[src/rtl/spu_mpy_pipe_if.sv]
// Issue/writeback bundle for the SPU even-pipe multiply stage.
// The issue/control side drives the instruction fields plus stall and flush.
// The multiply stage returns the result, its RT address and a busy flag.
interface spu_mpy_pipe_if #(
  parameter int ADDR_W = 7
);
  logic              in_valid;
  logic [2:0]        in_op;
  logic [127:0]      in_ra;
  logic [127:0]      in_rb;
  logic [9:0]        in_imm;
  logic [ADDR_W-1:0] in_rt_addr;
  logic              stall;
  logic              flush;
  logic              out_valid;
  logic [ADDR_W-1:0] out_rt_addr;
  logic [127:0]      out_result;
  logic              busy;

  modport master (
    output in_valid, in_op, in_ra, in_rb, in_imm, in_rt_addr, stall, flush,
    input  out_valid, out_rt_addr, out_result, busy
  );

  modport slave (
    input  in_valid, in_op, in_ra, in_rb, in_imm, in_rt_addr, stall, flush,
    output out_valid, out_rt_addr, out_result, busy
  );
endinterface

[src/rtl/spu_mpy_pipe.sv]
// SPU even-pipe fixed-point multiply stage.
// Stage 1 forms four independent 16x16 word-slot products.
// Stages 2..LATENCY only delay valid, RT address and result.
// Stall freezes every stage, and flush clears every valid bit.
// Reset clears both the control state and the data state.
module spu_mpy_pipe #(
  parameter int LATENCY = 7,
  parameter int ADDR_W  = 7
) (
  input logic            clk,
  input logic            rst,
  spu_mpy_pipe_if.slave  bus
);

  localparam logic [2:0] OP_MPY    = 3'd0;
  localparam logic [2:0] OP_MPYU   = 3'd1;
  localparam logic [2:0] OP_MPYH   = 3'd2;
  localparam logic [2:0] OP_MPYS   = 3'd3;
  localparam logic [2:0] OP_MPYHH  = 3'd4;
  localparam logic [2:0] OP_MPYHHU = 3'd5;
  localparam logic [2:0] OP_MPYI   = 3'd6;

  // Every operand is extended to 17 bits, so signed and unsigned forms share one multiplier.
  // The 32-bit product is exact for every opcode.
  function automatic logic [31:0] slot_product(
    input logic [2:0]  op,
    input logic [31:0] ra,
    input logic [31:0] rb,
    input logic [9:0]  imm
  );
    logic signed [16:0] a;
    logic signed [16:0] b;
    logic signed [31:0] p;
    logic        [31:0] r;
    a = '0;
    b = '0;
    case (op)
      OP_MPY:    begin a = {ra[15], ra[15:0]};   b = {rb[15], rb[15:0]};   end
      OP_MPYU:   begin a = {1'b0, ra[15:0]};     b = {1'b0, rb[15:0]};     end
      OP_MPYH:   begin a = {1'b0, ra[31:16]};    b = {1'b0, rb[15:0]};     end
      OP_MPYS:   begin a = {ra[15], ra[15:0]};   b = {rb[15], rb[15:0]};   end
      OP_MPYHH:  begin a = {ra[31], ra[31:16]};  b = {rb[31], rb[31:16]};  end
      OP_MPYHHU: begin a = {1'b0, ra[31:16]};    b = {1'b0, rb[31:16]};    end
      OP_MPYI:   begin a = {ra[15], ra[15:0]};   b = {{7{imm[9]}}, imm};   end
      default:   begin a = '0;                   b = '0;                   end
    endcase
    p = a * b;
    case (op)
      OP_MPYH: r = {p[15:0], 16'h0000};
      OP_MPYS: r = {{16{p[31]}}, p[31:16]};
      default: r = p;
    endcase
    return r;
  endfunction

  logic [127:0]      w_prod_p0;
  logic              w_busy;
  logic              r_vld_p [1:LATENCY];
  logic [ADDR_W-1:0] r_rt_p  [1:LATENCY];
  logic [127:0]      r_res_p [1:LATENCY];

  // Stage 0 -> 1: compute all four slot products from the issued operands.
  always_comb begin
    w_prod_p0 = '0;
    for (int s = 0; s < 4; s++) begin
      w_prod_p0[32*s +: 32] = slot_product(bus.in_op, bus.in_ra[32*s +: 32],
                                           bus.in_rb[32*s +: 32], bus.in_imm);
    end
  end

  // Pipeline advance: reset wins over flush, flush wins over stall, and stall holds every stage.
  always_ff @(posedge clk) begin
    if (rst) begin
      for (int i = 1; i <= LATENCY; i++) begin
        r_vld_p[i] <= 1'b0;
        r_rt_p[i]  <= '0;
        r_res_p[i] <= '0;
      end
    end else if (bus.flush) begin
      for (int i = 1; i <= LATENCY; i++) begin
        r_vld_p[i] <= 1'b0;
      end
    end else if (!bus.stall) begin
      r_vld_p[1] <= bus.in_valid;
      r_rt_p[1]  <= bus.in_rt_addr;
      r_res_p[1] <= w_prod_p0;
      // Stages 2..LATENCY: pure delay of valid, RT address and result.
      for (int i = 2; i <= LATENCY; i++) begin
        r_vld_p[i] <= r_vld_p[i-1];
        r_rt_p[i]  <= r_rt_p[i-1];
        r_res_p[i] <= r_res_p[i-1];
      end
    end
  end

  // Busy flag: asserted while any stage holds a live instruction.
  always_comb begin
    w_busy = 1'b0;
    for (int i = 1; i <= LATENCY; i++) begin
      w_busy = w_busy | r_vld_p[i];
    end
  end

  // Writeback outputs are forced to zero while there is no valid result.
  assign bus.out_valid   = r_vld_p[LATENCY];
  assign bus.out_rt_addr = r_vld_p[LATENCY] ? r_rt_p[LATENCY]  : '0;
  assign bus.out_result  = r_vld_p[LATENCY] ? r_res_p[LATENCY] : '0;
  assign bus.busy        = w_busy;

endmodule

[src/flat_wrapper.sv]
// flat-port wrapper written by rule: the top's interface ports become plain ports
module spu_mpy_pipe_flat 
#(
  parameter int LATENCY = 7,
  parameter int ADDR_W  = 7
)
  (clk, rst, bus_in_valid, bus_in_op, bus_in_ra, bus_in_rb, bus_in_imm, bus_in_rt_addr, bus_stall, bus_flush, bus_out_valid, bus_out_rt_addr, bus_out_result, bus_busy);
  spu_mpy_pipe_if #(.ADDR_W(ADDR_W)) bus_i ();
  input logic clk;
  input logic rst;
  input wire logic [$bits(bus_i.in_valid)-1:0] bus_in_valid;
  input wire logic [$bits(bus_i.in_op)-1:0] bus_in_op;
  input wire logic [$bits(bus_i.in_ra)-1:0] bus_in_ra;
  input wire logic [$bits(bus_i.in_rb)-1:0] bus_in_rb;
  input wire logic [$bits(bus_i.in_imm)-1:0] bus_in_imm;
  input wire logic [$bits(bus_i.in_rt_addr)-1:0] bus_in_rt_addr;
  input wire logic [$bits(bus_i.stall)-1:0] bus_stall;
  input wire logic [$bits(bus_i.flush)-1:0] bus_flush;
  output wire logic [$bits(bus_i.out_valid)-1:0] bus_out_valid;
  output wire logic [$bits(bus_i.out_rt_addr)-1:0] bus_out_rt_addr;
  output wire logic [$bits(bus_i.out_result)-1:0] bus_out_result;
  output wire logic [$bits(bus_i.busy)-1:0] bus_busy;
  assign bus_i.in_valid = bus_in_valid;
  assign bus_i.in_op = bus_in_op;
  assign bus_i.in_ra = bus_in_ra;
  assign bus_i.in_rb = bus_in_rb;
  assign bus_i.in_imm = bus_in_imm;
  assign bus_i.in_rt_addr = bus_in_rt_addr;
  assign bus_i.stall = bus_stall;
  assign bus_i.flush = bus_flush;
  assign bus_out_valid = bus_i.out_valid;
  assign bus_out_rt_addr = bus_i.out_rt_addr;
  assign bus_out_result = bus_i.out_result;
  assign bus_busy = bus_i.busy;
  spu_mpy_pipe #(.LATENCY(LATENCY), .ADDR_W(ADDR_W)) u_core (.clk(clk), .rst(rst), .bus(bus_i));
endmodule
[config.mk]
export PLATFORM = sky130hd
export DESIGN_NAME = spu_mpy_pipe_flat
export DESIGN_NICKNAME = d
export VERILOG_FILES = /design/src/rtl/spu_mpy_pipe_if.sv /design/src/rtl/spu_mpy_pipe.sv /design/src/flat_wrapper.sv
export SDC_FILE = /design/constraint.sdc
export NUM_CORES = 2
export LEC_CHECK = 0
export ABC_AREA = 1
export CORE_MARGIN = 3
export CORE_UTILIZATION = 45
export DETAILED_ROUTE_END_ITERATION = 10
export GPL_ROUTABILITY_DRIVEN = 0
export SYNTH_ARGS = -nofsm -noshare
export SYNTH_HDL_FRONTEND = slang
export SYNTH_SLANG_ARGS = --single-unit
[constraint.sdc]
create_clock -name clk -period 64.1 [get_ports clk]
set_clock_uncertainty 0.2 [all_clocks]
set_input_delay 19.23 -clock clk [delete_from_list [all_inputs] [get_ports clk]]
set_output_delay 19.23 -clock clk [all_outputs]
set_load 0.02 [all_outputs]
==> impl_metrics.env <==
export IMPL_report_final_slew_viol_count=0
export IMPL_finalCriticalPeriod_ns=28.22
export IMPL_yosysSeqAreaShare=0.347
export IMPL_synth_ff_latch_count=952
export IMPL_start_util=0.455
export IMPL_final_period_utilization=0.440
export IMPL_most_common_cell_after_layout_fill_and_taps_aside="sky130_fd_sc_hd__inv_1"
export IMPL_final_fill_count=16931
export IMPL_grt_start_max_net_pins=203
export IMPL_run_status="completed"
export IMPL_grt_pass1_wl_um=341000
export IMPL_cts_post_setup_buffers_inserted=0
export IMPL_post_synth_instance_area_um2=82400
export IMPL_avgSynthCellArea_um2=9.23
export IMPL_detail_route_iter0_violations=5057
export IMPL_clock_latency_ns=0.66
export IMPL_worst_path_most_repeated_cell="sky130_fd_sc_hd__inv_1"
export IMPL_rsz0062_at_grt="false"
export IMPL_design_final_nets=11005
export IMPL_htreeDepth=3
export IMPL_cts_root_buffer_cell="sky130_fd_sc_hd__clkbuf_16"
export IMPL_rows=156
export IMPL_grt_pass1_vias=60041
export IMPL_areaGrowthSynthToFinish_pct=11.8
export IMPL_antenna_found_initial=4
export IMPL_maximum_frequency_from_static_timing_analysis_mhz=35.4
export IMPL_synth_fp_nets=10669
export IMPL_post_route_non_filler_standard_cell_count=11716
export IMPL_cp_end_kind="register"
export IMPL_ys_warnings_count=0
export IMPL_placedCellCount=11546
export IMPL_critPathTopFamily="adder cells"
export IMPL_die_height_um=434
export IMPL_cts_tree="done"
export IMPL_core_area_um2=181000
export IMPL_die_area_um2=188000
export IMPL_drt_first_pass_iters=6
export IMPL_io_buffer_count=417
export IMPL_hold_viol=0
export IMPL_avgViaCountPerCell=4.94
export IMPL_clk_pin_slew_ns=0.06
export IMPL_grt_remaining_overflow=0
export IMPL_maximum_fanout_count_along_the_critical_path=73
export IMPL_totalNegativeSetupSlack_ns=0
export IMPL_drc_errors=0
export IMPL_timing_critical_path_slowest_stage_cell="sky130_fd_sc_hd__inv_4"
export IMPL_ant_nets=0
export IMPL_post_cts_resized=0
export IMPL_hp_class="register to register"
export IMPL_crit_required_ns=64.38
export IMPL_cts_sinks=952
export IMPL_synth_flop_type="sky130_fd_sc_hd__edfxtp_1"
export IMPL_route_detailed_wl_per_inst_um=18.3
export IMPL_track_usage=0.231
export IMPL_via_count=57850
export IMPL_wl_um=214000
export IMPL_setup_viol=0
export IMPL_cts_hold_buf=0
export IMPL_crit_path_max_incr_delay_ns=0.70
export IMPL_worst_setup_path_type="input pin to register"
export IMPL_synth_edf_count=952
export IMPL_timing_max_cap_violations=0
export IMPL_start_kind="input pin"
export IMPL_synth_async_sr_flop_share=0
export IMPL_netlist_instances=8932
export IMPL_final_hpwl_dp_um=170000
export IMPL_max_slew_worst_pin_slew_ns=1.21
export IMPL_worst_path_buf_inv=11
export IMPL_slew_headroom=0.194
export IMPL_layout_cells_sized_above_1=0.0404
export IMPL_final_cell_mix="sky130_fd_sc_hd__inv_1 (2495), sky130_fd_sc_hd__nor2_1 (1570), sky130_fd_sc_hd__nand2_1 (1218)"
export IMPL_synth_cell_type_count=56
export IMPL_cts_inserted_buffers=90
export IMPL_clk_path_buf_depth=3
export IMPL_crit_arrival_ns=28.50
export IMPL_boundaryPins=418
export IMPL_die_width_um=434
==> kinds of logic (layout without fill, tap and decap cells) <==
logic type | count (synthesis) | after routing | synth area share
compound gates | 521 | 521 | 0.0420
simple gates | 3116 | 3116 | 0.150
xor+xnor | 93 | 93 | 0.00988
flops | 952 | 952 | 0.347
buf+inv | 2794 | 3203 | 0.128
fa+ha+maj | 1456 | 1456 | 0.324
other cells | 0 | 5 | 0
==> registers in the layout, summed over array words and instances, names as in the netlist <==
signal and count:
u_core.r_rt_p 49, u_core.r_res_p 896, u_core.r_vld_p 7
==> cell type report <==
class | instances | area [µm²] | share of cell area
inverter | 2525 | 9490 | 0.103
timing repair buffer | 513 | 4930 | 0.0535
antenna | 5 | 12.5 | 0.000136
clock inverter | 53 | 405 | 0.00440
clock buffer | 112 | 2360 | 0.0256
sequential | 952 | 28600 | 0.310
multi-input combinational | 5186 | 43400 | 0.471
tap | 2370 | 2970 | 0.0322
==> synth_stat cells (2+ instances only) <==
library cell	instances	area share
sky130_fd_sc_hd__a211oi_1	7	0.00064
sky130_fd_sc_hd__a21boi_0	16	0.0015
sky130_fd_sc_hd__a21boi_1	3	0.00027
sky130_fd_sc_hd__a21boi_2	24	0.0033
sky130_fd_sc_hd__a21o_1	16	0.0015
sky130_fd_sc_hd__a21oi_1	207	0.013
sky130_fd_sc_hd__a21oi_2	21	0.0022
sky130_fd_sc_hd__a221oi_1	23	0.0024
sky130_fd_sc_hd__a22o_1	42	0.0045
sky130_fd_sc_hd__a22oi_1	3	0.00027
sky130_fd_sc_hd__a22oi_2	17	0.0026
sky130_fd_sc_hd__a31oi_1	14	0.0011
sky130_fd_sc_hd__buf_1	17	0.00077
sky130_fd_sc_hd__buf_2	20	0.0012
sky130_fd_sc_hd__buf_6	4	0.00055
sky130_fd_sc_hd__clkbuf_1	227	0.010
sky130_fd_sc_hd__clkinv_1	10	0.00046
sky130_fd_sc_hd__edfxtp_1	952	0.35
sky130_fd_sc_hd__fa_1	1128	0.27
sky130_fd_sc_hd__ha_1	328	0.050
sky130_fd_sc_hd__inv_1	2495	0.11
sky130_fd_sc_hd__inv_2	19	0.00087
sky130_fd_sc_hd__nand2_1	1219	0.056
sky130_fd_sc_hd__nand2_2	6	0.00046
sky130_fd_sc_hd__nand3_1	174	0.011
sky130_fd_sc_hd__nand3_2	12	0.0015
sky130_fd_sc_hd__nand3b_1	29	0.0026
sky130_fd_sc_hd__nand4_1	28	0.0021
sky130_fd_sc_hd__nor2_1	1586	0.072
sky130_fd_sc_hd__nor2_2	2	0.00015
sky130_fd_sc_hd__nor3_1	21	0.0013
sky130_fd_sc_hd__nor4_1	5	0.00038
sky130_fd_sc_hd__o2111ai_1	3	0.00032
sky130_fd_sc_hd__o211ai_1	6	0.00055
sky130_fd_sc_hd__o21a_1	4	0.00036
sky130_fd_sc_hd__o21ai_0	86	0.0052
sky130_fd_sc_hd__o21ai_2	3	0.00032
sky130_fd_sc_hd__o21bai_1	15	0.0014
sky130_fd_sc_hd__o221ai_1	3	0.00032
sky130_fd_sc_hd__o31ai_1	3	0.00027
sky130_fd_sc_hd__or2_2	28	0.0021
sky130_fd_sc_hd__xnor2_1	42	0.0045
sky130_fd_sc_hd__xor2_1	51	0.0054
==> stage by stage <==
step / hold WS [ns] / utilization / setup WS (ns) / area, µm²
after floorplan: 0.319 / - / 17.93 / 82400
after global placement: 0.323 / 0.493 / 35.40 / 89400
after detailed placement: 0.329 / 0.493 / 35.28 / 89400
after CTS: 0.327 / 0.508 / 35.97 / 92100
after global routing: 0.352 / 0.508 / 35.25 / 92100
final: 0.332 / 0.508 / 35.88 / 92100
==> tightest hold or removal path, cell delays in order (launching register included) <==
cell                       delay, ns
sky130_fd_sc_hd__edfxtp_1       0.32
sky130_fd_sc_hd__inv_1          0.04
sky130_fd_sc_hd__nor2_1         0.08
==> path summary, 6_finish.rpt <==
| check | startpoint | to | slack [ns] | cells after the start |
|---|---|---|---|---|
| worst max-delay path | bus_in_op[2] | u_core.r_res_p[1][25]$_SDFFCE_PN0P_ | 35.88 | 30 |
| worst min-delay path | u_core.r_res_p[2][24]$_SDFFCE_PN0P_ | u_core.r_res_p[3][24]$_SDFFCE_PN0P_ | 0.33 | 2 |
| worst max register to register | u_core.r_res_p[3][73]$_SDFFCE_PN0P_ | u_core.r_res_p[4][73]$_SDFFCE_PN0P_ | 62.95 | 2 |
| worst min register to register | u_core.r_res_p[2][24]$_SDFFCE_PN0P_ | u_core.r_res_p[3][24]$_SDFFCE_PN0P_ | 0.33 | 2 |
==> routing by layer <==
layer,global-route usage,share of wire,vias up
met5,0,0,-
met4,0.0705,0.033,0
met3,0.0424,0.080,393
met2,0.355,0.44,2235
met1,0.334,0.45,28096
li1,-,-,27126
Power is left out: the tool's default activity adds up to more than one toggle a clock period on the data nets, which glitch-free logic cannot reach.
